### src/rtl/cache_arbiter_pkg.sv
// rtl/cache_arbiter_pkg.sv - shared types for the icache/dcache to pmem arbiter
// Purpose: FSM state, requester identity and memory-op encodings, plus the
//          round-robin tie-break helper used by cache_arbiter.
// Ports:   none (package).
package cache_arbiter_pkg;

  typedef enum logic [1:0] {
    IDLE    = 2'd0,
    SERVE_I = 2'd1,
    SERVE_D = 2'd2
  } arb_state_t;

  typedef enum logic {
    INST = 1'b0,
    DATA = 1'b1
  } requester_t;

  typedef enum logic {
    OP_READ  = 1'b0,
    OP_WRITE = 1'b1
  } mem_op_t;

  // On a tie the requester that did not win last time is granted.
  function automatic requester_t rr_pick(input requester_t last_grant);
    return (last_grant == INST) ? DATA : INST;
  endfunction

endpackage

### src/rtl/cache_arbiter.sv
// rtl/cache_arbiter.sv - round-robin arbiter sharing one pmem port between icache and dcache
// Purpose: grants one cache at a time to physical memory, latches the winning
//          request on the grant edge and forwards the completion pulse back.
// Ports:   clk, rst (sync, active-low)
//          icache : inst_mem_read/address in, inst_mem_rdata/resp out
//          dcache : data_mem_read/write/address/wdata in, data_mem_rdata/resp out
//          pmem   : pmem_read/write/address/wdata out, pmem_rdata/resp in
module cache_arbiter
  import cache_arbiter_pkg::*;
#(
  parameter int ADDR_WIDTH = 32,
  parameter int LINE_WIDTH = 256
) (
  input  logic                  clk,
  input  logic                  rst,

  input  logic                  inst_mem_read,
  input  logic [ADDR_WIDTH-1:0] inst_mem_address,
  output logic [LINE_WIDTH-1:0] inst_mem_rdata,
  output logic                  inst_mem_resp,

  input  logic                  data_mem_read,
  input  logic                  data_mem_write,
  input  logic [ADDR_WIDTH-1:0] data_mem_address,
  input  logic [LINE_WIDTH-1:0] data_mem_wdata,
  output logic [LINE_WIDTH-1:0] data_mem_rdata,
  output logic                  data_mem_resp,

  output logic                  pmem_read,
  output logic                  pmem_write,
  output logic [ADDR_WIDTH-1:0] pmem_address,
  output logic [LINE_WIDTH-1:0] pmem_wdata,
  input  logic [LINE_WIDTH-1:0] pmem_rdata,
  input  logic                  pmem_resp
);

  arb_state_t            state_q, state_d;
  requester_t            last_grant_q, last_grant_d;
  logic [ADDR_WIDTH-1:0] addr_q, addr_d;
  logic [LINE_WIDTH-1:0] wdata_q, wdata_d;
  mem_op_t               op_q, op_d;

  always_comb begin
    logic       inst_req;
    logic       data_req;
    requester_t grant;

    state_d      = state_q;
    last_grant_d = last_grant_q;
    addr_d       = addr_q;
    wdata_d      = wdata_q;
    op_d         = op_q;
    inst_req     = inst_mem_read;
    data_req     = data_mem_read | data_mem_write;
    grant        = INST;

    case (state_q)
      IDLE: begin
        if (inst_req || data_req) begin
          if (inst_req && data_req) begin
            grant = rr_pick(last_grant_q);
          end else if (data_req) begin
            grant = DATA;
          end else begin
            grant = INST;
          end

          if (grant == DATA) begin
            state_d = SERVE_D;
            addr_d  = data_mem_address;
            wdata_d = data_mem_wdata;
            // A simultaneous read is left pending and picked up later.
            op_d    = data_mem_write ? OP_WRITE : OP_READ;
          end else begin
            state_d = SERVE_I;
            addr_d  = inst_mem_address;
            op_d    = OP_READ;
          end
        end
      end

      // Leaving on pmem_resp always passes through IDLE, which gives the
      // mandatory dead cycle on the pmem request lines.
      SERVE_I: begin
        if (pmem_resp) begin
          state_d      = IDLE;
          last_grant_d = INST;
        end
      end

      SERVE_D: begin
        if (pmem_resp) begin
          state_d      = IDLE;
          last_grant_d = DATA;
        end
      end

      default: begin
        state_d = IDLE;
      end
    endcase
  end

  always_ff @(posedge clk) begin
    if (!rst) begin
      state_q      <= IDLE;
      last_grant_q <= INST;
      addr_q       <= '0;
      wdata_q      <= '0;
      op_q         <= OP_READ;
    end else begin
      state_q      <= state_d;
      last_grant_q <= last_grant_d;
      addr_q       <= addr_d;
      wdata_q      <= wdata_d;
      op_q         <= op_d;
    end
  end

  // pmem side only ever sees the latched request, so cache-side changes
  // during a transaction cannot disturb it.
  assign pmem_read    = (state_q == SERVE_I) || ((state_q == SERVE_D) && (op_q == OP_READ));
  assign pmem_write   = (state_q == SERVE_D) && (op_q == OP_WRITE);
  assign pmem_address = addr_q;
  assign pmem_wdata   = wdata_q;

  assign inst_mem_resp  = pmem_resp && (state_q == SERVE_I);
  assign data_mem_resp  = pmem_resp && (state_q == SERVE_D);
  assign inst_mem_rdata = pmem_rdata;
  assign data_mem_rdata = pmem_rdata;

endmodule
### config.mk
export PLATFORM = sky130hd
export DESIGN_NAME = cache_arbiter
export DESIGN_NICKNAME = d
export VERILOG_FILES = /design/src/rtl/cache_arbiter_pkg.sv /design/src/rtl/cache_arbiter.sv
export SDC_FILE = /design/constraint.sdc
export NUM_CORES = 1
export LEC_CHECK = 0
export CORE_AREA = 2 2 545 547
export CTS_BUF_LIST = sky130_fd_sc_hd__clkbuf_4
export DETAILED_ROUTE_END_ITERATION = 10
export DIE_AREA = 0 0 547 549
export PLACE_DENSITY_LB_ADDON = 0.05
export SYNTH_ARGS = -nofsm -noshare
export SYNTH_HDL_FRONTEND = slang
export SYNTH_SLANG_ARGS = --single-unit
### constraint.sdc
create_clock -name clk -period 3.1 [get_ports clk]
set_input_delay 0.775 -clock clk [delete_from_list [all_inputs] [get_ports clk]]
set_output_delay 0.775 -clock clk [all_outputs]
set_load 0.02 [all_outputs]
== Word-level counts from Yosys, hierarchy flattened ==
Index checks and enable logic that the tools add are counted.
Widths: inputs -> output; s select.

* Flip-flop bits (word level): 292
* Logic and storage cells: 42
* Input bits: 582

* Multiplexer cells: 15
* Reduce and logical (&&, ||, !) cells: 14
* Equality and inequality tests: 6
* Bitwise gates (word level): 2

{| class="wikitable"
|+ Operators with widths
! cell !! count
|-
| $mux 32 || 1
|-
| $mux 1 || 9
|-
| $mux 2 || 3
|-
| $ne 2x2->1 const B || 3
|-
| $reduce_and 3->1 || 2
|-
| $logic_and 1x1->1 || 5
|-
| $pmux 2 s2 || 1
|-
| $reduce_and 2->1 || 2
|-
| $eq 2x1->1 const B || 1
|-
| $eq 2x2->1 const B || 1
|-
| $logic_not 2->1 || 1
|-
| $logic_or 1x1->1 || 2
|-
| $ne 2x1->1 const B || 1
|-
| $pmux 1 s2 || 1
|-
| $reduce_bool 2->1 || 1
|-
| $reduce_or 2->1 || 1
|-
| $not 1->1 || 1
|-
| $or 1x1->1 || 1
|}

== Longest topological paths before layout ==
* Depth in word-level cells: 8
* Mapped depth: 8
* Mapped depth without buffers: 5

== Worst setup path after synthesis ==
No wires, ideal clock.

* Path type: input -> register
* Start point: input rst
* End point: register wdata_q[236] (netlist: pmem_wdata[236])
* Required time: 2.968 ns
* Path buffers: 3
* Stages: 5
* Setup slack: 1.314 ns
* Arrival time: 1.654 ns
* Cells stage by stage: clkbuf_1 > inv_2 > clkbuf_1 > clkbuf_1 > a21oi_1

{| class="wikitable"
|+ RTL lines
! what !! line !! RTL
|-
| start, declared || cache_arbiter.sv:15 || <nowiki>input logic rst,</nowiki>
|-
| end signal, assigned || cache_arbiter.sv:115 || <nowiki>wdata_q <= wdata_d;</nowiki>
|-
| end, declared || cache_arbiter.sv:40 || <nowiki>logic [LINE_WIDTH-1:0] wdata_q, wdata_d;</nowiki>
|}

No word-level cell between the ends.

== Worst setup path in the final report ==
* Start point: register wdata_q[82] (netlist: pmem_wdata[82])
* End point: output pmem_wdata[82]

{| class="wikitable"
|+ RTL lines
! what !! line !! RTL
|-
| end, declared || cache_arbiter.sv:32 || <nowiki>output logic [LINE_WIDTH-1:0] pmem_wdata,</nowiki>
|}

No word-level cell between the ends.

==> out/results.tsv <==
metric	value	unit
p_leak	9.33	nW
drtIter0Drc	486	
synth-seq-cells	292	
clock_path_buffers	4	
htree_levels	3	
rrSetupSlack	0.80	ns
cpPeakStageDelay	0.62	ns
via_count	15000	
grt_pass1_vias	16200	
routed_wl	111000	um
postRouteAntennaNets	0	
path_cells	clkdlybuf4s50_1	
holdPathStages	3	
crit_path_start_kind	flop	
worstPathRequired	2.32	ns
syn_inst	1890	
die_h	549	um
initial_core_util	0.0509	
fin_cells	6294	
synth.distinct_cells	24	
num_rows	200	
peakVddDrop	0.000227	V
drc	0	
crit_family	buffers and inverters	
via_per_inst	2.38	
die_w	547	um
min_period	2.82	ns
fin_nets	2834	
maxCapViolations	0	
finalSetupViolations	0	
grt_first_pass_wirelength	147000	um
r2r-start	state_q[0]	
final_core_utilization	0.0882	
yosysSeqAreaShare	0.389	
track_usage	0.0712	
gr-total-overflow	0	
yosysTopAreaCellShare	0.389	
cp-end-kind	output port	
reg2reg_depth	8	
synth_area_leaders	dfxtp_1, buf_4, o21ai_0	
finalHoldViolations	0	
tightest_slew	0.632	ns
hold_path.startpoint	data_mem_wdata[117]	
timing.rr.end	pmem_address[20]	
crit_buf_inv	1	
finalPower	14.3	mW
cp.arrival	2.05	ns
ioPinCount	1386	
slew_viol_final	0	
rsz0062_at_grt	false	
p_per_area	550	nW/um^2
dr.pass1.iters	5	
core	295000	um^2
syn_to_final_growth	73.2	%
fmax	0.354	GHz
dp_hpwl	82600	um
cts_num_sinks	292	
grt_max_degree	87	
root_buffer	clkbuf_4	
detail_route.wl_per_cell	17.6	um
drive_gt1_frac	0.114	
numCtsBuffers	120	
hp-class	in -> reg	
dieArea	300000	um^2
cts_tree	yes	
port_buffers	617	
path_max_fanout	2	
finalClockSkew	0.0760	ns
timing.slew.headroom	0.579	
gp_congestion	0.646	
antenna_found_initial	48	
crit_type	reg -> out	
syn_avg_cell_area	7.95	um^2
dpl.cell_count	5832	
fin_tns_setup	0	ns
clkTransAtPathRegs	0.06	ns
status	completed	
crit_slowest_cell	clkdlybuf4s50_1	
syn_nets	2475	
synth_area	15000	um^2
period_share	0.910	
clk_latency	1.16	ns
hold_path_end	pmem_wdata[117]	
yosys.area.top_type	dfxtp_1	
yosysWarnings	0	
==> per-stage QoR <==
| stage | hold slack (ns) | worst slack (ns) | instance area (um^2) |
|---|---|---|---|
| CTS | 0.00174 | -0.00992 | 26000 |
| global route | 0.0962 | 0.0349 | 26000 |
| global placement | 0.464 | -0.0485 | 22400 |
| floorplan | 0.451 | 1.31 | 15000 |
| detailed placement | 0.468 | 0.00303 | 22400 |
| finish | 0.267 | 0.278 | 26000 |
==> flip-flops by register name (all words and copies together) (netlist names) <==
name          cells
pmem_wdata      256
state_q           2
last_grant_q      1
op_q              1
pmem_address     32
==> cells in the final DEF (no fill, tap or decap), types with 32 or more instances in the layout <==
cell type	n
dlygate4sd3_1	234
dlygate4sd2_1	261
a31oi_1	32
nand3_1	258
nand2_1	67
clkdlybuf4s50_1	340
dfxtp_1	290
o21ai_0	289
clkbuf_4	174
a21oi_1	259
==> worst max path at each step <==
stage                   startpoint         endpoint  slack [ns]  depth (start not counted)
floorplan                      rst  pmem_wdata[236]        1.31                          5
global placement         pmem_resp    inst_mem_resp       -0.05                          5
detailed placement       pmem_resp    inst_mem_resp       0.003                          5
CTS                     state_q[0]        pmem_read       -0.01                          4
global route            state_q[0]        pmem_read        0.03                          4
finish              pmem_wdata[82]   pmem_wdata[82]        0.28                          1
==> cell usage after synthesis <==
cell / n
a2bb2oi_2: 1
mux2i_1: 1
inv_2: 2
a21oi_1: 259
o21ai_0: 289
and2_1: 2
a31oi_1: 32
nor3_1: 2
dfxtp_1: 292
nand3_1: 258
buf_1: 4
inv_1: 4
clkbuf_1: 101
nor2_1: 1
nand2_1: 68
o2bb2ai_4: 1
buf_2: 50
ha_1: 3
o2bb2ai_1: 1
a21o_1: 1
nor2b_1: 1
o31a_1: 1
buf_4: 515
buf_6: 1
==> metal layers <==
metal | global-route usage | vias up | wire (um)
met5 | 0.000791 | - | 218
met4 | 0.0402 | 32 | 6380
met3 | 0.0383 | 414 | 13100
met2 | 0.114 | 841 | 50000
met1 | 0.0737 | 6905 | 40800
li1 | - | 6780 | -
==> worst register-to-register path, stage by stage, from the launching register on <==
cell and delay [ns]:
dfxtp_4 0.36, inv_2 0.10, ha_4 0.24, buf_12 0.25
o31a_2 0.27, buf_12 0.20, o21ai_0 0.16, a31oi_1 0.16
dlygate4sd3_1 0.57
==> report_power, final <==
group | internal (mW) | switching, mW
clock network | 2.61 | 2.44
registers | 4.28 | 0.269
logic | 1.77 | 2.94
==> cell type report <==
class | instances | area, um^2
inverter | 6 | 37.5
tap | 3939 | 4930
clock inverter | 31 | 153
timing repair buffer | 908 | 9000
antenna | 23 | 57.6
fill | 34500 | 269000
clock buffer | 174 | 1310
multi-input combinational | 921 | 4690
sequential | 292 | 5850
==> kinds of logic (layout without fill, tap and decap cells) <==
| group | after synthesis | after routing | share of synthesized area |
|---|---|---|---|
| buf+inv | 677 | 1119 | 0.302 |
| compound gates | 585 | 585 | 0.200 |
| simple gates | 332 | 332 | 0.105 |
| flops | 292 | 292 | 0.389 |
| fa+ha+maj | 3 | 3 | 0.00250 |
| mux | 1 | 1 | 0.000666 |
| other cells | 0 | 23 | 0 |
==> timing repair <==
item | CTS | global route
setup endpoints to repair | 276 | 0
setup buffers | 0 | 0
endpoints found under the hold margin | 223 | 0
gates resized for setup | 325 | 0
hold buffers | 234 | 0
Note: power is estimated with default switching activity, not from simulation.
==> edit 1, RTL diff (config.mk and constraints unchanged) <==
Register the output `inst_mem_rdata`, with the module's reset; this adds one clock of latency there. The other outputs are not delayed to match.
--- a/src/rtl/cache_arbiter.sv
+++ b/src/rtl/cache_arbiter.sv
@@ -128,3 +128,9 @@
   assign data_mem_resp  = pmem_resp && (state_q == SERVE_D);
-  assign inst_mem_rdata = pmem_rdata;
+  always_ff @(posedge clk) begin
+    if (!rst) begin
+      inst_mem_rdata <= '0;
+    end else begin
+      inst_mem_rdata <= pmem_rdata;
+    end
+  end
   assign data_mem_rdata = pmem_rdata;
Behaviour: not the same (Yosys sat finds a counterexample within 4 cycles, from zero or initial values and one cycle with rst low).
==> edit 1 against the original RTL <==
Power rose by 68%; worst setup slack got worse by 0.16 ns; synthesized area rose by 33%; global-route usage rose by 4.1 points; maximum frequency fell by 5.3%; final area rose by 68%; combinational power rose by 46%; clock power rose by 80%; wire length rose by 59%; count of clock-buffer cells in the layout rose by 148; sequential cell count rose by 256; first-iteration DRC count rose by 48%.
==> edit 1: results (changes against the original RTL) <==
Finish
  • Fraction of area in multi-input gates: 14.4% (-3.6 points)
  • Clock buffers: 322 (+85%)
  • Seq area share: 25.1% (+2.6 points)
  • FILL cells: 33600 (-2.4%)
  • Non-clock buffers: 1903 (+110%)
  • #MultiIn Comb: 1177 (+28%)
  • Final core occ: 14.8% (+6.0 points)
  • Nets: 4430 (+56%)
  • Clock network area share: 6.00% (+0.39 points)
  • Seq cells: 548 (+88%)
  • # diodes: 29 (+26%)
  • Layout cells sized above 1: 11.4% (-0.071 points)

Worst setup path
  • Critical path's largest stage delay: 0.72 ns (+0.10 ns)
  • Worst EP arrival: 2.20 ns (+0.15 ns)

Logic synthesis
  • Compound-Gate Fraction of Synth Area: 15.1% (-4.9 points)
  • Synth area leaders: dfxtp_1, buf_4, and2_1, o21ai_0, a21oi_1
  • Most frequent cells after synthesis: dfxtp_1, o21ai_0, a21oi_1, and2_1, nand3_1
  • Mux share of post-synthesis cell area: 0.0502% (-0.016 points)
  • Post-Syn Area per Cell: 9.17 um^2 (+15%)
  • Sequential element share of the synthesized area: 55.0% (+16 points)
  • Adder-cell share of the synthesized area: 0.188% (-0.062 points)

Placed design
  • Port-buffer cells: 1385 (+120%)

GRT
  • GR Util met1: 11.5% (+4.1 points)
  • Vias in the first global route: 24300 (+50%)
  • Initial antenna violation count: 85 (+77%)
  • Total track usage: 11.2% (+4.1 points)
  • Largest net degree at the start of global routing: 129 (+48%)

Run status
  • Outcome: finished clean

Route
  • Wl on met1: 63.6 mm (+56%)
  • Drt initial violations: 721 (+48%)
  • Met3 routed WL: 18.7 mm (+42%)

Power and ir drop
  • Net Sw Power: 8.62 mW (+53%)
  • Maximum VDD drop: 0.000273 V (+20%)

Timing
  • Fin Hold WS: 0.249 ns (-0.0174 ns)
## edit 1: power groups by stage
stage          combinational (mW)  clock, mW  sequential (mW)
2_1_floorplan                2.01          0             9.01
3_3_place_gp                 7.08          0             8.20
3_5_place_dp                 7.01          0             8.21
4_1_cts                      7.20       9.95             8.04
5_1_grt                      7.45       10.2             8.12
6_report                     6.89       9.07             8.03
## edit 1: worst paths after layout
| kind | start | to | depth (start not counted) |
|---|---|---|---|
| setup / recovery | pmem_rdata[230] | data_mem_rdata[230] | 2 |
| hold / removal | pmem_rdata[82] | inst_mem_rdata[82] | 2 |
| setup reg to reg | state_q[1] | pmem_address[17] | 10 |
| hold reg to reg | pmem_wdata[112] | pmem_wdata[112] | 2 |
## edit 1: what timing repair did
item,4_1_cts,5_1_grt
endpoints found under the setup margin,543,1
buffers inserted,2,1
hold buffers,450,0
resized for setup,603,0
endpoints found under the hold margin,439,0
pin swaps,2,1
==> edit 2, RTL diff (same settings) <==
Made on the original files. Change the parameter `LINE_WIDTH` from 256 to 260.
--- a/src/rtl/cache_arbiter.sv
+++ b/src/rtl/cache_arbiter.sv
@@ -11,3 +11,3 @@
   parameter int ADDR_WIDTH = 32,
-  parameter int LINE_WIDTH = 256
+  parameter int LINE_WIDTH = 260
 ) (
Interface: changed (5 resized); port bits go from 1386 to 1406. The function was not compared with the original's and may differ.
==> edit 2 against the original RTL <==
Die area unchanged; power down 0.13%; final area up 1.1%; synthesized area up 1.4%; worst setup slack worse by 0.0099 ns; critical path depth unchanged; combinational power up 4%; wire length up 1.5%; clock skew up 0.092 ns; core utilization up 0.098 points; sequential cell count up 4; register-to-register slack worse by 0.10 ns; via count up 0.49%; critical path type unchanged; critical endpoint is now pmem_wdata[67].
==> edit 2: results (changes against the original RTL) <==
GRT
  • Total track usage: 7.23% (+0.11 points)
  • Vias in the first global route: 16400 (+1.6%)
  • Initial antenna violation count: 37 (-23%)
  • Largest net degree at the start of global routing: 75 (-14%)
  • First-pass GRT wire length: 149 mm (+0.87%)

Min path
  • Hold Crit Start: data_mem_wdata[82]

Logic synthesis
  • Leading register cell type out of synthesis: dfxtp_1
  • Synth cell types: 23 (-4.2%)
  • Post-Syn Nets: 2509 (+1.4%)
  • Synth area leaders: dfxtp_1, buf_4, o21ai_0, a21oi_1, nand3_1
  • Sequential element share of the synthesized area: 38.9% (about the same)

Clocking
  • Worst-Skew Late Latency: 1.21 ns (+0.05 ns)
  • # Post-CTS Setup Buffers: 0 (unchanged)

Power and ir drop
  • Leakage: 9.51 nW (+1.9%)
  • Maximum VDD drop: 0.000237 V (+4.7%)
  • Switching Fraction: 40.3% (+0.80 points)

Finish
  • FILL cells: 34500 (-0.020%)
  • Max FFs per register: 260 (+1.6%)
  • Layout cells sized above 1: 11.6% (+0.20 points)

Route
  • Drt initial violations: 572 (+18%)
  • TritonRoute pass-1 iters: 5 (unchanged)
  • Via count: 15000 (+0.49%)
  • Routed WL: 112 mm (+1.5%)

Worst setup path
  • Slowest stage cell, crit path: dlygate4sd2_1
  • Critical path's largest stage delay: 0.56 ns (-0.06 ns)
  • CP startpoint: pmem_wdata[67]

Placed design
  • HPWL Detailed: 85.3 mm (+3.3%)
  • Placer Congestion: 0.667 (+3.3%)
  • Placed inst area: 0.0227 mm^2 (+1.4%)
  • Port-buffer cells: 625 (+1.3%)

Run status
  • Outcome: finished clean

Timing
  • Worst-Margin Slew: 0.794 ns (+0.163 ns)
edit 2: cell types whose count changed after synthesis, sizes merged:
cell,before,now
dfxtp,292,296
clkbuf,101,98
o21ai,289,293
a21oi,259,263
nand3,258,262
buf,570,583
edit 2: worst paths after layout:
check / end / slack [ns] / cells after the start
worst max-delay path: pmem_wdata[67] / 0.27 / 1
worst max register to register: pmem_address[8] / 0.70 / 7
worst min register to register: pmem_wdata[157] / 0.47 / 2
worst min-delay path: pmem_wdata[82] / 0.27 / 3
edit 2: routing by layer:
| metal | wire length [um] | part of all wire (%) | up-vias | GRT usage [%] |
|---|---|---|---|---|
| met4 | 5140 | 4.6 | 18 | 3.41 |
| met1 | 42900 | 38 | 6952 | 7.74 |
| met2 | 50600 | 45 | 847 | 11.5 |
| met3 | 13400 | 12 | 330 | 4.07 |
| met5 | 117 | 0.10 | - | 0 |
| li1 | - | - | 6899 | - |
edit 2: final cells by class:
type | instances | area (um^2) | share of cell area [%]
Antenna cell | 23 | 57.6 | 0.219
Multi-Input combinational cell | 933 | 4730 | 18.0
Sequential cell | 296 | 5930 | 22.5
Clock inverter | 24 | 90.1 | 0.342
Clock buffer | 165 | 1240 | 4.71
Inverter | 6 | 37.5 | 0.143
Timing Repair Buffer | 946 | 9310 | 35.4
Tap cell | 3939 | 4930 | 18.7
edit 2: per-stage QoR:
step | utilization [%] | cells
5_1_grt | 8.91 | 6323
6_report | 8.92 | 6332
3_3_place_gp | 7.71 | 5871
3_5_place_dp | 7.71 | 5871
4_1_cts | 8.90 | 6309
2_1_floorplan | - | 1916
edit 2: cells by family (layout without fill, tap and decap cells):
group	count (synthesis)	after routing	synth area share, %
buffers and inverters	687	1141	30.4
AOI/OAI and AO/OA	593	593	19.9
and+or+nand+nor	336	336	10.5
DFF	296	296	38.9
adders and majority gates	3	3	0.246
muxes	1	1	0.0657
other	0	23	0
edit 2: power groups by stage:
stage	combinational [mW]	sequential (mW)	clock, mW
finish	4.88	4.62	4.79
global route	5.38	4.70	5.45
CTS	5.13	4.65	5.34
detailed placement	5.11	4.73	0
global placement	5.16	4.74	0
floorplan	2.40	5.26	0
edit 2: repair_timing:
item	in CTS	in global routing
gates resized for setup	332	1
setup endpoints to repair	287	1
pin swaps	1	0
endpoints found under the hold margin	232	0
hold buffers	249	0
